[src/rtl/up_sampling_x2_pkg.sv]
// Shared types and constants for the 2x nearest-neighbour upsampler.
// Defaults match the decoder stage behind up_sampling_7.
package up_sampling_pkg;

    localparam int DEF_DATA_WIDTH  = 8;
    localparam int DEF_STRING_LEN  = 7;
    localparam int DEF_LINE_NUM    = 7;
    localparam int DEF_CHANNEL_NUM = 3;

    localparam int LINE_WORDS     = DEF_STRING_LEN * DEF_CHANNEL_NUM;
    localparam int OUT_LINE_WORDS = 2 * LINE_WORDS;

    function automatic int addr_w(input int n);
        return (n < 2) ? 1 : $clog2(n);
    endfunction

    localparam int ADDR_W = addr_w(LINE_WORDS);

    typedef enum logic [1:0] {
        IDLE,
        LOAD,
        EMIT0,
        EMIT1
    } state_t;

    typedef struct packed {
        logic valid;
        logic sop;
        logic eop;
        logic sof;
        logic eof;
    } side_t;

endpackage

[src/rtl/up_sampling_x2_if.sv]
// Pixel stream in/out bundle of the 2x upsampler.
// slave is the upsampler side, master is the neighbour/bench side.
interface up_sampling_x2_if #(
    parameter int DATA_WIDTH = 8
);
    logic signed [DATA_WIDTH-1:0] data_i;
    logic                         valid_i;
    logic                         ready_o;
    logic                         sop_i;
    logic                         eop_i;
    logic                         sof_i;
    logic                         eof_i;
    logic signed [DATA_WIDTH-1:0] data_o;
    logic                         data_valid_o;
    logic                         sop_o;
    logic                         eop_o;
    logic                         sof_o;
    logic                         eof_o;
    logic                         err_o;

    modport master (
        output data_i, valid_i, sop_i, eop_i, sof_i, eof_i,
        input  ready_o, data_o, data_valid_o,
        input  sop_o, eop_o, sof_o, eof_o, err_o
    );

    modport slave (
        input  data_i, valid_i, sop_i, eop_i, sof_i, eof_i,
        output ready_o, data_o, data_valid_o,
        output sop_o, eop_o, sof_o, eof_o, err_o
    );
endinterface

[src/rtl/up_sampling_x2_ram.sv]
// Simple dual-port line RAM, one write and one registered read port.
// Contents are never reset.
module up_sampling_x2_ram #(
    parameter int    DATA_WIDTH = 8,
    parameter int    DEPTH      = 21,
    parameter int    ADDR_W     = 5,
    parameter string RAM_STYLE  = "M10K"
) (
    input  logic                  clk,
    input  logic                  we_i,
    input  logic [ADDR_W-1:0]     waddr_i,
    input  logic [DATA_WIDTH-1:0] wdata_i,
    input  logic [ADDR_W-1:0]     raddr_i,
    output logic [DATA_WIDTH-1:0] q_o
);
    (* ramstyle = RAM_STYLE *)
    logic [DATA_WIDTH-1:0] mem_q [DEPTH];
    logic [DATA_WIDTH-1:0] q_q;

    always_ff @(posedge clk) begin
        if (we_i) begin
            mem_q[waddr_i] <= wdata_i;
        end
        q_q <= mem_q[raddr_i];
    end

    assign q_o = q_q;

endmodule

[src/rtl/up_sampling_x2.sv]
// Nearest-neighbour 2x upsampler: load one line, replay it twice,
// each pixel (all channels) emitted twice per replay.
module up_sampling_x2
    import up_sampling_pkg::*;
#(
    parameter int DATA_WIDTH  = DEF_DATA_WIDTH,
    parameter int STRING_LEN  = DEF_STRING_LEN,
    parameter int LINE_NUM    = DEF_LINE_NUM,
    parameter int CHANNEL_NUM = DEF_CHANNEL_NUM
) (
    input  logic            clk,
    input  logic            reset_n,
    up_sampling_x2_if.slave port_if
);
    localparam int LW  = STRING_LEN * CHANNEL_NUM;
    localparam int AW  = addr_w(LW);
    localparam int LNW = $clog2(LINE_NUM) + 1;
    localparam int SW  = addr_w(2 * CHANNEL_NUM);

    localparam logic [AW-1:0]  LAST_ADDR = AW'(LW - 1);
    localparam logic [AW-1:0]  LAST_BASE = AW'(LW - CHANNEL_NUM);
    localparam logic [AW-1:0]  PIX_STEP  = AW'(CHANNEL_NUM);
    localparam logic [SW-1:0]  LAST_SUB  = SW'(2 * CHANNEL_NUM - 1);
    localparam logic [SW-1:0]  CH_NUM    = SW'(CHANNEL_NUM);
    localparam logic [LNW-1:0] LAST_LINE = LNW'(LINE_NUM - 1);

    state_t                state_q, state_d;
    logic [AW-1:0]         wcnt_q, wcnt_d;
    logic [LNW-1:0]        line_q, line_d;
    logic [AW-1:0]         base_q, base_d;
    logic [SW-1:0]         sub_q, sub_d;
    logic                  err_q, err_d;
    side_t                 s1_q, s1_d;
    side_t                 s2_q;
    logic [DATA_WIDTH-1:0] data_q;

    logic                  rdy;
    logic                  acc;
    logic                  load_word;
    logic                  we;
    logic [AW-1:0]         wr_idx;
    logic [LNW-1:0]        ln;
    logic                  w_last;
    logic                  f_last;
    logic                  chk_err;
    logic                  e_first;
    logic                  e_last;
    logic [SW-1:0]         ch;
    logic [AW-1:0]         raddr;
    logic [DATA_WIDTH-1:0] rd_q;

    // sop_i is redundant: the word counter defines line starts
    logic unused_sop;
    assign unused_sop = port_if.sop_i;

    assign rdy = reset_n &&
                 (state_q == IDLE || state_q == LOAD);
    assign acc = port_if.valid_i && rdy;

    // a restarting sof_i word always lands at address 0 of line 0
    assign wr_idx = port_if.sof_i ? '0 : wcnt_q;
    assign ln     = port_if.sof_i ? '0 : line_q;
    assign w_last = (wr_idx == LAST_ADDR);
    assign f_last = w_last && (ln == LAST_LINE);

    assign chk_err = (port_if.eop_i != w_last) ||
                     (port_if.eof_i && !f_last);

    assign e_first = (base_q == '0) && (sub_q == '0);
    assign e_last  = (base_q == LAST_BASE) &&
                     (sub_q == LAST_SUB);

    assign ch    = (sub_q < CH_NUM) ? sub_q : sub_q - CH_NUM;
    assign raddr = base_q + AW'(ch);

    always_comb begin
        state_d   = state_q;
        wcnt_d    = wcnt_q;
        line_d    = line_q;
        base_d    = base_q;
        sub_d     = sub_q;
        err_d     = err_q;
        s1_d      = '0;
        we        = 1'b0;
        load_word = 1'b0;

        unique case (state_q)
            IDLE: load_word = acc && port_if.sof_i;
            LOAD: load_word = acc;
            EMIT0, EMIT1: begin
                s1_d.valid = 1'b1;
                s1_d.sop   = e_first;
                s1_d.eop   = e_last;
                s1_d.sof   = e_first && (state_q == EMIT0) &&
                             (line_q == '0);
                s1_d.eof   = e_last && (state_q == EMIT1) &&
                             (line_q == LAST_LINE);
                if (sub_q == LAST_SUB) begin
                    sub_d  = '0;
                    base_d = base_q + PIX_STEP;
                end else begin
                    sub_d = sub_q + SW'(1);
                end
                if (e_last) begin
                    base_d = '0;
                    sub_d  = '0;
                    if (state_q == EMIT0) begin
                        state_d = EMIT1;
                    end else if (line_q == LAST_LINE) begin
                        state_d = IDLE;
                        line_d  = '0;
                    end else begin
                        state_d = LOAD;
                        line_d  = line_q + LNW'(1);
                    end
                end
            end
            default: state_d = IDLE;
        endcase

        if (load_word) begin
            we     = 1'b1;
            line_d = ln;
            err_d  = (port_if.sof_i ? 1'b0 : err_q) | chk_err;
            if (w_last) begin
                wcnt_d  = '0;
                state_d = EMIT0;
            end else begin
                wcnt_d  = wr_idx + AW'(1);
                state_d = LOAD;
            end
        end
    end

    always_ff @(posedge clk or negedge reset_n) begin
        if (!reset_n) begin
            state_q <= IDLE;
            wcnt_q  <= '0;
            line_q  <= '0;
            base_q  <= '0;
            sub_q   <= '0;
            err_q   <= 1'b0;
            s1_q    <= '0;
            s2_q    <= '0;
            data_q  <= '0;
        end else begin
            state_q <= state_d;
            wcnt_q  <= wcnt_d;
            line_q  <= line_d;
            base_q  <= base_d;
            sub_q   <= sub_d;
            err_q   <= err_d;
            s1_q    <= s1_d;
            s2_q    <= s1_q;
            data_q  <= s1_q.valid ? rd_q : '0;
        end
    end

    up_sampling_x2_ram #(
        .DATA_WIDTH (DATA_WIDTH),
        .DEPTH      (LW),
        .ADDR_W     (AW),
        .RAM_STYLE  ("M10K")
    ) u_ram (
        .clk     (clk),
        .we_i    (we),
        .waddr_i (wr_idx),
        .wdata_i (port_if.data_i),
        .raddr_i (raddr),
        .q_o     (rd_q)
    );

    assign port_if.ready_o      = rdy;
    assign port_if.data_o       = data_q;
    assign port_if.data_valid_o = s2_q.valid;
    assign port_if.sop_o        = s2_q.sop;
    assign port_if.eop_o        = s2_q.eop;
    assign port_if.sof_o        = s2_q.sof;
    assign port_if.eof_o        = s2_q.eof;
    assign port_if.err_o        = err_q;

endmodule
[src/flat_wrapper.sv]
// flat-port wrapper written by rule: the top's interface ports become plain ports
module up_sampling_x2_flat import up_sampling_pkg::*;
#(
    parameter int DATA_WIDTH  = DEF_DATA_WIDTH,
    parameter int STRING_LEN  = DEF_STRING_LEN,
    parameter int LINE_NUM    = DEF_LINE_NUM,
    parameter int CHANNEL_NUM = DEF_CHANNEL_NUM
)
  (clk, reset_n, port_if_data_i, port_if_valid_i, port_if_sop_i, port_if_eop_i, port_if_sof_i, port_if_eof_i, port_if_ready_o, port_if_data_o, port_if_data_valid_o, port_if_sop_o, port_if_eop_o, port_if_sof_o, port_if_eof_o, port_if_err_o);
  up_sampling_x2_if #(.DATA_WIDTH(DATA_WIDTH)) port_if_i ();
  input  logic clk;
  input  logic reset_n;
  input wire logic [$bits(port_if_i.data_i)-1:0] port_if_data_i;
  input wire logic [$bits(port_if_i.valid_i)-1:0] port_if_valid_i;
  input wire logic [$bits(port_if_i.sop_i)-1:0] port_if_sop_i;
  input wire logic [$bits(port_if_i.eop_i)-1:0] port_if_eop_i;
  input wire logic [$bits(port_if_i.sof_i)-1:0] port_if_sof_i;
  input wire logic [$bits(port_if_i.eof_i)-1:0] port_if_eof_i;
  output wire logic [$bits(port_if_i.ready_o)-1:0] port_if_ready_o;
  output wire logic [$bits(port_if_i.data_o)-1:0] port_if_data_o;
  output wire logic [$bits(port_if_i.data_valid_o)-1:0] port_if_data_valid_o;
  output wire logic [$bits(port_if_i.sop_o)-1:0] port_if_sop_o;
  output wire logic [$bits(port_if_i.eop_o)-1:0] port_if_eop_o;
  output wire logic [$bits(port_if_i.sof_o)-1:0] port_if_sof_o;
  output wire logic [$bits(port_if_i.eof_o)-1:0] port_if_eof_o;
  output wire logic [$bits(port_if_i.err_o)-1:0] port_if_err_o;
  assign port_if_i.data_i = port_if_data_i;
  assign port_if_i.valid_i = port_if_valid_i;
  assign port_if_i.sop_i = port_if_sop_i;
  assign port_if_i.eop_i = port_if_eop_i;
  assign port_if_i.sof_i = port_if_sof_i;
  assign port_if_i.eof_i = port_if_eof_i;
  assign port_if_ready_o = port_if_i.ready_o;
  assign port_if_data_o = port_if_i.data_o;
  assign port_if_data_valid_o = port_if_i.data_valid_o;
  assign port_if_sop_o = port_if_i.sop_o;
  assign port_if_eop_o = port_if_i.eop_o;
  assign port_if_sof_o = port_if_i.sof_o;
  assign port_if_eof_o = port_if_i.eof_o;
  assign port_if_err_o = port_if_i.err_o;
  up_sampling_x2 #(.DATA_WIDTH(DATA_WIDTH), .STRING_LEN(STRING_LEN), .LINE_NUM(LINE_NUM), .CHANNEL_NUM(CHANNEL_NUM)) u_core (.clk(clk), .reset_n(reset_n), .port_if(port_if_i));
endmodule
[config.mk]
export PLATFORM = sky130hd
export DESIGN_NAME = up_sampling_x2_flat
export DESIGN_NICKNAME = d
export VERILOG_FILES = /design/src/rtl/up_sampling_x2_pkg.sv /design/src/rtl/up_sampling_x2_if.sv /design/src/rtl/up_sampling_x2_ram.sv /design/src/rtl/up_sampling_x2.sv /design/src/flat_wrapper.sv
export SDC_FILE = /design/constraint.sdc
export NUM_CORES = 1
export LEC_CHECK = 0
export BUFFER_PORTS_ARGS = -buffer_cell sky130_fd_sc_hd__buf_4
export CORE_MARGIN = 8
export CORE_UTILIZATION = 50
export DETAILED_ROUTE_END_ITERATION = 7
export PLACE_DENSITY = 0.74
export SLEW_MARGIN = 10
export SYNTH_ARGS = -nofsm -noshare
export SYNTH_HDL_FRONTEND = slang
export SYNTH_SLANG_ARGS = --single-unit
[constraint.sdc]
create_clock -name clk -period 2.7 [get_ports clk]
set_input_delay 0.135 -clock clk [delete_from_list [all_inputs] [get_ports clk]]
set_output_delay 0.135 -clock clk [all_outputs]
set_load 0.1 [all_outputs]
==> impl_summary.md, run 1 <==
Global route
The total grt overflow is 0. The number of antenna violations at the first check in global routing came to 0. The global-route wire length before repair is 30.57 mm.

Global routing consumed, over all layers together, 17.93% of the routing resources. The number of global-route vias before repair is 5357. Entering global routing, the biggest net connects 40 pins.

Placed design
At the end of routability-driven placement, the weighted congestion stood at 0.8387. Once detailed placement completed, the half-perimeter wirelength came to 12.46 mm. The number of port buffers is 28.

At the placement stage, the worst setup path has a slack of -0.6863 ns. The total instance count after detailed placement is 837.

Setup path
The number of cells on the worst reg-to-reg path is 10. The critical path crosses 10 cells after its start point. The category of the critical setup timing path is reg -> reg. Of all nets on the critical path, the largest fanout is 7. The master of the slowest instance on the critical path is fa_4. On the worst path, the slowest cell contributes a delay of 0.69 ns. At the worst endpoint, the arrival time is 3.54 ns.

The startpoint identified for the worst register-to-register timing path is u_core.sub_q[0]. The required arrival time at the worst endpoint is 3.05 ns. The combined buffer and inverter count along the critical path is 3.

The capturing instance or port of the critical path is u_core.u_ram.q_o[2]. STA classifies the critical path startpoint as a flip-flop. STA classifies the critical path endpoint as a flip-flop. The slack of the worst reg-to-reg path is -0.50 ns. The start point of the critical path is u_core.sub_q[0].

The signal on the critical path passes through buf_6 -> mux2_4 -> ha_4 -> inv_4 -> fa_4 -> buf_12 -> mux2_2 -> o22ai_2 -> a221o_1 -> a222oi_1. The endpoint of the worst register-to-register path is u_core.u_ram.q_o[2]. The kind of cell with the highest combined delay on the critical path is adder cells.

Final layout
Counting the fill cells in the layout gives 1224. The post-layout instance count excluding filler cells is 900. The net count of the finished layout is 689. The end-of-flow core utilization is 62.30%.

The layout-stage area growth over the synthesis result is 22.89%. Of the cells placed in the final design, the portion with a size suffix greater than 1 is 31.41%. The number of antenna diodes in the final layout is 0.

Synth
The netlist uses 51 different library cells. Dividing the synthesized area by the synthesized cell count gives 15.95 um^2. The netlist area before placement is 8707 um^2. Yosys printed 0 warnings. The net count after synthesis is 576. The most common flop cell mapped by yosys is edfxtp_1. Counting flops with a built-in enable in the synthesized netlist gives 168. The register area share after synthesis is 70.70%. The cell count after synthesis is 546. The share of async-settable or async-resettable flops after synthesis is 17.76%. In this run, synthesis produced a sequential element count of 214.

Clocking
The clock passes through at most 3 buffers. The total CTS buffers is 22. At the later pin of the worst-skew pair, clock insertion delay measures 0.50 ns. The H-tree depth reported by CTS is 1. The tree is rooted in a clkbuf_16. The clock sink total is 214.

The clock-pin slew on the worst setup and hold paths is 0.07 ns. TritonCTS built the clock tree.

Outcome
The flow ran to the end, but the final reports show violations. The final reports fail on negative setup slack.

Hold path
The worst hold path begins at port_if_data_i[5]. The path class of the tightest hold or removal check is in -> reg.

STA
Setup violations remaining at the end of the flow were counted as 8. The maximum clock rate is 312.8 MHz. The final worst-path cycle share is 118.4%.

The worst relative slew slack is 43.57%. The final count of hold timing violations is 0. The post-layout worst setup margin is -0.4966 ns. Clock skew on the completed layout was measured at 0.01817 ns. Setup repair after global routing could not meet its margin everywhere. The max-slew violation total from the final report was 0. The final critical delay including setup and external delays is 3.197 ns. The transition time of the tightest slew-check pin is 0.8433 ns.

The setup TNS is -3.534 ns.

Floorplanning
In this run the standard cell core region covers 17180 um^2. The die is 148.0 um wide. The vertical die dimension is 148.0 um. The overall die area is 21890 um^2. Pin placement for this block handled 30 I/O pins. The effective utilization at floorplan is 50.69%. The floorplan row count is 48.

Power and ir drop
The combinational share of power is 3.4%. The leakage power of the design is 0.004247 uW. In this run switching power makes up 20.21% of total power. Of the total power, the clock network draws 43.6%.

The power share of the sequential group is 53.0%. The total power divided by cell area is 641.8 nW/um^2. The switching power of the nets is 1388 uW. After layout, the design draws a total of 6868 uW. The worst voltage drop across the vdd grid is 0.4084 mV.

The total internal power is 5480 uW.

Routing
After the first detailed-routing iteration, the DRC count stood at 483. After detailed routing, the average wire length per cell comes to 21.73 um. For this run, the detailed router's first-pass iteration total came to 5. The wire length after detailed routing is 19.56 mm. Dividing the detail-routed via count by the number of cells gives 5.739. The remaining antenna violation count after routing is 0.

For this run, design rule violations remaining after detail routing come to 0. The number of vias in the routed layout is 5165.

Job
Max-cap violations in this run came to 0.
[how the worst min path moves through the flow]
stage | to | slack [ns] | depth (start not counted)
floorplan | u_core.base_q[0] | -0.16 | 0
global placement | u_core.port_if.err_o | 0.21 | 2
detailed placement | u_core.port_if.data_o[2] | 0.23 | 2
CTS | u_core.u_ram.mem_q[8][5] | 0.0003 | 1
global route | u_core.u_ram.mem_q[9][5] | 0.007 | 1
finish | u_core.u_ram.mem_q[8][5] | 0.01 | 1
[power by group through the flow]
stage | Combinational, uW | Clock, uW | Sequential [uW]
6_report | 231 | 2990 | 3640
5_1_grt | 249 | 3160 | 3650
4_1_cts | 232 | 3030 | 3640
3_5_place_dp | 229 | 0 | 3710
3_3_place_gp | 217 | 0 | 3710
2_1_floorplan | 96.7 | 0 | 3720
[metrics by stage]
stage	area [um^2]	hold slack (ns)
floorplan	8775	-0.1606
global placement	9563	0.2121
detailed placement	9563	0.2255
CTS	10500	0.0002825
global route	10700	0.006695
finish	10700	0.01226
[final cells by class]
| type | instances | area [um^2] | share of cell area [%] |
|---|---|---|---|
| sequential | 214 | 6157 | 57.54 |
| multi-input combinational | 295 | 2505 | 23.41 |
| timing repair buffer | 114 | 992.2 | 9.273 |
| clock buffer | 32 | 629.4 | 5.882 |
| tap | 225 | 281.5 | 2.631 |
| clock inverter | 8 | 87.58 | 0.8185 |
| inverter | 12 | 47.55 | 0.4443 |
[registers in the layout (all words and copies together), names as in the netlist]
| register | count |
|---|---|
| u_core.wcnt_q | 5 |
| u_core.port_if.eop_o | 1 |
| u_core.port_if.data_o | 8 |
| u_core.u_ram.q_o | 8 |
| u_core.port_if.sof_o | 1 |
| u_core.line_q | 4 |
| u_core.port_if.eof_o | 1 |
| u_core.s1_q | 5 |
| u_core.port_if.sop_o | 1 |
| u_core.port_if.data_valid_o | 1 |
| u_core.u_ram.mem_q | 168 |
| u_core.state_q | 2 |
| u_core.sub_q | 3 |
| u_core.port_if.err_o | 1 |
| u_core.base_q | 5 |
[Yosys cell counts (2+ instances only)]
library cell | number | area, um^2
a21oi_1 | 5 | 25.02
edfxtp_1 | 168 | 5045
buf_2 | 4 | 20.02
and2_1 | 8 | 50.05
a221o_1 | 16 | 160.2
dfxtp_1 | 8 | 160.2
nand2_1 | 28 | 105.1
inv_1 | 12 | 45.04
nor2b_1 | 5 | 31.28
mux2_2 | 33 | 371.6
xnor2_2 | 2 | 32.53
nand3b_1 | 3 | 22.52
clkbuf_1 | 9 | 33.78
nand2b_1 | 2 | 12.51
a22o_1 | 2 | 17.52
mux2i_1 | 40 | 400.4
a31oi_1 | 3 | 18.77
xnor2_1 | 3 | 26.28
ha_1 | 14 | 175.2
or4_1 | 2 | 15.01
mux4_2 | 8 | 180.2
and3_1 | 3 | 18.77
nor3_1 | 4 | 20.02
nand4_1 | 2 | 12.51
dfrtp_1 | 38 | 950.9
a222oi_1 | 8 | 80.08
nand3_1 | 12 | 60.06
buf_4 | 5 | 37.54
nor2_1 | 41 | 153.9
o21ai_0 | 16 | 80.08
o22ai_1 | 19 | 118.9
buf_6 | 4 | 45.04
[layout by cell type, fill, tap and decap left out, types with 3 or more instances in the layout]
master,instances
o22ai_1,14
clkbuf_1,7
nor3_1,4
o21ai_0,16
buf_8,3
inv_2,3
o22ai_2,5
buf_12,6
clkinv_2,4
and2_1,8
mux2_2,27
nor2_4,4
a31oi_1,3
mux4_2,8
ha_4,3
and3_1,3
buf_4,94
mux2_4,6
a222oi_1,8
nor2_1,36
nand3_1,12
edfxtp_1,168
a221o_1,16
inv_1,8
clkbuf_16,23
ha_1,11
buf_6,9
nor2b_1,4
a21oi_1,5
dfxtp_1,8
nand2_1,27
xnor2_1,3
mux2i_1,39
dfrtp_1,37
nand3b_1,3
[routing by layer]
layer,routed length [um],up-vias,track usage [%]
met2,9575,192,29.84
li1,-,2336,-
met1,8203,2602,23.06
met5,0,-,0
met4,583,0,6.782
met3,1194,35,3.149
[logic make-up after synthesis]
group                      after synthesis  share of synthesized area [%]
DFF                                    214                          70.70
and+or+nand+nor                        116                          6.366
muxes                                   81                          10.94
AOI/OAI and AO/OA                       77                          6.452
buffers and inverters                   37                          2.443
adders and majority gates               15                          2.242
xor gates and xnor gates                 6                         0.8623
[worst register-to-register path, cell delays in order (launching register included)]
cell,delay [ns]
dfrtp_1,0.41
buf_6,0.14
mux2_4,0.30
ha_4,0.17
inv_4,0.05
fa_4,0.69
buf_12,0.20
mux2_2,0.25
o22ai_2,0.09
a221o_1,0.28
a222oi_1,0.46
[what timing repair did]
action	CTS	global route
pin swaps	4	12
setup buffers	16	5
hold endpoints to repair	39	0
hold buffers	2	0
endpoints found under the setup margin	8	8
resized for setup	15	37
Power figures use the tool's default switching activity.
==> run 2, diff against run 1 <==
==> constraint.sdc (replaced) <==
create_clock -name clk -period 2.7 [get_ports clk]
set_input_delay 0.27 -clock clk [delete_from_list [all_inputs] [get_ports clk]]
set_output_delay 0.27 -clock clk [all_outputs]
set_load 0.1 [all_outputs]
==> impl_summary.md, run 2 (synthesis results as in run 1) <==
Outcome
The run finished, with violations left. The checks that failed: negative setup slack.

Power and ir drop
The total internal power is 5655 uW (+3.2%). The leakage power of the design is 0.004229 uW (-0.44%). The total power divided by cell area came to 658.7 nW/um^2 (+2.6%). The fraction of power consumed by the clock network is 45.5% (+1.9 points). The power share of the sequential group is 51.2% (-1.8 points). The combinational share of power was 3.2% (-0.2 points).

The switching power of the nets is 1454 uW (+4.8%). The switching power share of the total came to 20.45% (+0.25 points). The worst voltage drop across the vdd grid was 0.5180 mV (+27%).

Clocking
The H-tree depth reported by CTS was 1 (unchanged). The clock-pin slew on the worst setup and hold paths was 0.06 ns (about the same). The clock insertion delay at the later pin of the skew report is 0.51 ns (about the same). The clock sink total is 214 (unchanged). The buffer type at the clock tree root is clkbuf_16. The total CTS buffers is 22 (unchanged). The TritonCTS clock tree is done. The worst-case clock buffer depth is 3 (unchanged).

Setup path
STA classifies the critical path startpoint as a flip-flop. The master of the slowest instance on the critical path is fa_4. Traced cell by cell, the critical path runs through buf_6 -> mux2_4 -> ha_4 -> inv_2 -> fa_4 -> buf_12 -> buf_16 -> buf_6 -> buf_4 -> mux2i_1 -> a221o_1 -> a222oi_1. The required arrival time at the worst endpoint is 3.04 ns (about the same). The largest driver fanout on the critical path came to 4 (-3). The data arrival time of the worst path was 3.73 ns (+0.19 ns).

The origin of the critical flop-to-flop path is u_core.sub_q[0]. The kind of cell with the highest combined delay on the critical path is compound AO/OA/AOI/OAI gates. The number of cells on the worst reg-to-reg path was 12 (+2). The category of the critical setup timing path is reg -> reg. In this run the critical register-to-register path is captured at u_core.u_ram.q_o[1]. The cell depth of the worst setup path is 12 (+2). The slack of the worst reg-to-reg path is -0.69 ns (-0.19 ns). The endpoint kind of the worst setup timing path is a flip-flop. The combined buffer and inverter count along the critical path came to 6 (+3).

Counting stages on the worst path, the most repeated cell is buf_6. The capturing instance or port of the critical path is u_core.u_ram.q_o[1]. The start point of the critical path is u_core.sub_q[0]. The largest stage delay on the critical path is 0.66 ns (-0.03 ns).

Final layout
The final design area excluding fillers is 10790 um^2 (+0.87%). The commonest non-fill, non-tap cell in the layout is edfxtp_1. u_core.u_ram.mem_q holds more flip-flops than any other register. The final layout net count is 687 (-0.29%). The fraction of final layout cells sized beyond drive strength 1 came to 32.39% (+0.98 points). The end-of-flow core utilization came to 62.84% (+0.54 points). Leaving out fill and tap cells, the most frequent cells in the layout are edfxtp_1, buf_4, dfrtp_1. The number of flip-flops under the largest register name came to 168 (unchanged). The antenna diode instance count is 0 (unchanged).

The layout-stage area growth over the synthesis result is 23.96%.

STA
Setup repair after global routing could not meet its margin everywhere. The worst setup skew after layout is 0.02661 ns (+0.008447 ns). The post-layout worst setup margin was -0.6862 ns (-0.1896 ns). The final count of negative-setup-slack endpoints is 8 (unchanged). The final worst-path cycle share is 125.4% (+7.0 points). The maximum clock rate is 295.3 MHz (-5.6%). The max-slew violation total from the final report is 0 (unchanged). The worst hold slack is 0.08392 ns (+0.07166 ns). The worst relative slew slack was 57.46% (+14 points).

The setup TNS was -4.024 ns (-0.4898 ns). The transition time of the tightest slew-check pin is 0.6352 ns (-0.2081 ns). The final count of hold timing violations is 0 (unchanged). The final critical delay including setup and external delays is 3.386 ns (+0.1896 ns).

Floorplanning
The vertical die dimension came to 148.0 um (unchanged). The floorplan row count was 48 (unchanged). The width of the chip was 148.0 um (unchanged). The area inside the core boundary is 17180 um^2 (unchanged). The effective utilization at floorplan was 50.69% (unchanged). The overall die area is 21890 um^2 (unchanged). The I/O pin count is 30 (unchanged).

Global route
The total grt overflow came to 0 (unchanged). The number of global-route vias before repair is 5385 (+0.52%). The aggregate global-route resource usage is 18.08% (+0.15 points). The global-route wire length before repair is 30.53 mm (-0.11%). The number of antenna violations at the first check in global routing is 1 (+1). The largest net degree at the start of global routing came to 40 (unchanged).

Placed design
The total placed instance area is 9565 um^2 (about the same). The number of port buffers is 28 (unchanged). The final estimated routing congestion in global placement is 0.8372 (-0.18%).

The detailed placer's ending HPWL is 12.41 mm (-0.44%). The post-placement setup slack came to -0.6916 ns (-0.005360 ns).

Routing
The remaining antenna violation count after routing is 0 (unchanged). The via density per instance is 5.899 (+2.8%). The number of vias in the routed layout is 5297 (+2.6%).

The detailed-route DRC error count was 0 (unchanged). The number of iterations in the first detailed-routing pass was 8 (+3). The wire length per cell is 22.72 um (+4.6%). The violation count after the first detailed-route iteration is 573 (+19%). The wire length after detailed routing came to 20.40 mm (+4.3%).

Job
The max-capacitance violation count came to 0 (unchanged).

Hold path
The tightest min-delay check is of the in -> reg type.
run 2: cell count changes in the layout (fill, tap and decap cells not counted), sizes merged:
cell,previous run,this run
clkbuf,32,25
bufinv,2,5
clkinvlp,0,3
buf,112,110
clkinv,6,8
dlygate4sd3,2,1
run 2: worst min-delay path by stage:
stage / start / endpoint / depth (start not counted)
2_1_floorplan: reset_n / u_core.base_q[0] / 0
3_3_place_gp: u_core.s1_q[2] / u_core.port_if.eop_o / 0
3_5_place_dp: u_core.s1_q[1] / u_core.port_if.sof_o / 0
4_1_cts: port_if_sof_i / u_core.wcnt_q[4] / 2
5_1_grt: port_if_sof_i / u_core.wcnt_q[4] / 2
6_report: port_if_sof_i / u_core.wcnt_q[4] / 2
run 2: routing by layer:
metal	vias up	wire, um	track usage, %
met1	2676	8152	23.17
li1	2336	-	-
met2	227	9993	29.32
met3	56	1458	3.516
met4	2	787	8.210
met5	-	13	0
run 2: worst reg2reg max path, cell delays in order, from the launching register on:
cell,delay (ns)
dfrtp_1,0.41
buf_6,0.14
mux2_4,0.30
ha_4,0.17
inv_2,0.05
fa_4,0.66
buf_12,0.18
buf_16,0.13
buf_6,0.11
buf_4,0.12
mux2i_1,0.10
a221o_1,0.37
a222oi_1,0.48
run 2: area by class of cell:
cell class | instances | area [um^2]
Fill cell | 1193 | 6384
Sequential cell | 214 | 6156
Multi-Input combinational cell | 295 | 2505
Timing Repair Buffer | 112 | 1023
Clock buffer | 24 | 558.0
Tap cell | 225 | 281.5
Clock inverter | 16 | 224.0
Inverter | 12 | 45.04
run 2: timing repair:
action	4_1_cts	5_1_grt
endpoints found under the hold margin	38	0
buffers inserted	14	10
pin swaps	8	15
endpoints found under the setup margin	8	8
gates resized for setup	22	29
hold buffers	1	0
gates cloned	2	1
run 2: power by group through the flow:
| stage | Sequential, uW | Clock [uW] | Combinational [uW] |
|---|---|---|---|
| 2_1_floorplan | 3720 | 0 | 96.7 |
| 3_3_place_gp | 3710 | 0 | 216 |
| 3_5_place_dp | 3710 | 0 | 225 |
| 4_1_cts | 3640 | 3260 | 228 |
| 5_1_grt | 3650 | 3390 | 247 |
| 6_report | 3640 | 3240 | 231 |
run 2: metrics by stage:
stage	std cells	total power (uW)
floorplan	546	3814
global placement	834	3922
detailed placement	834	3935
CTS	891	7126
global route	898	7287
finish	898	7109
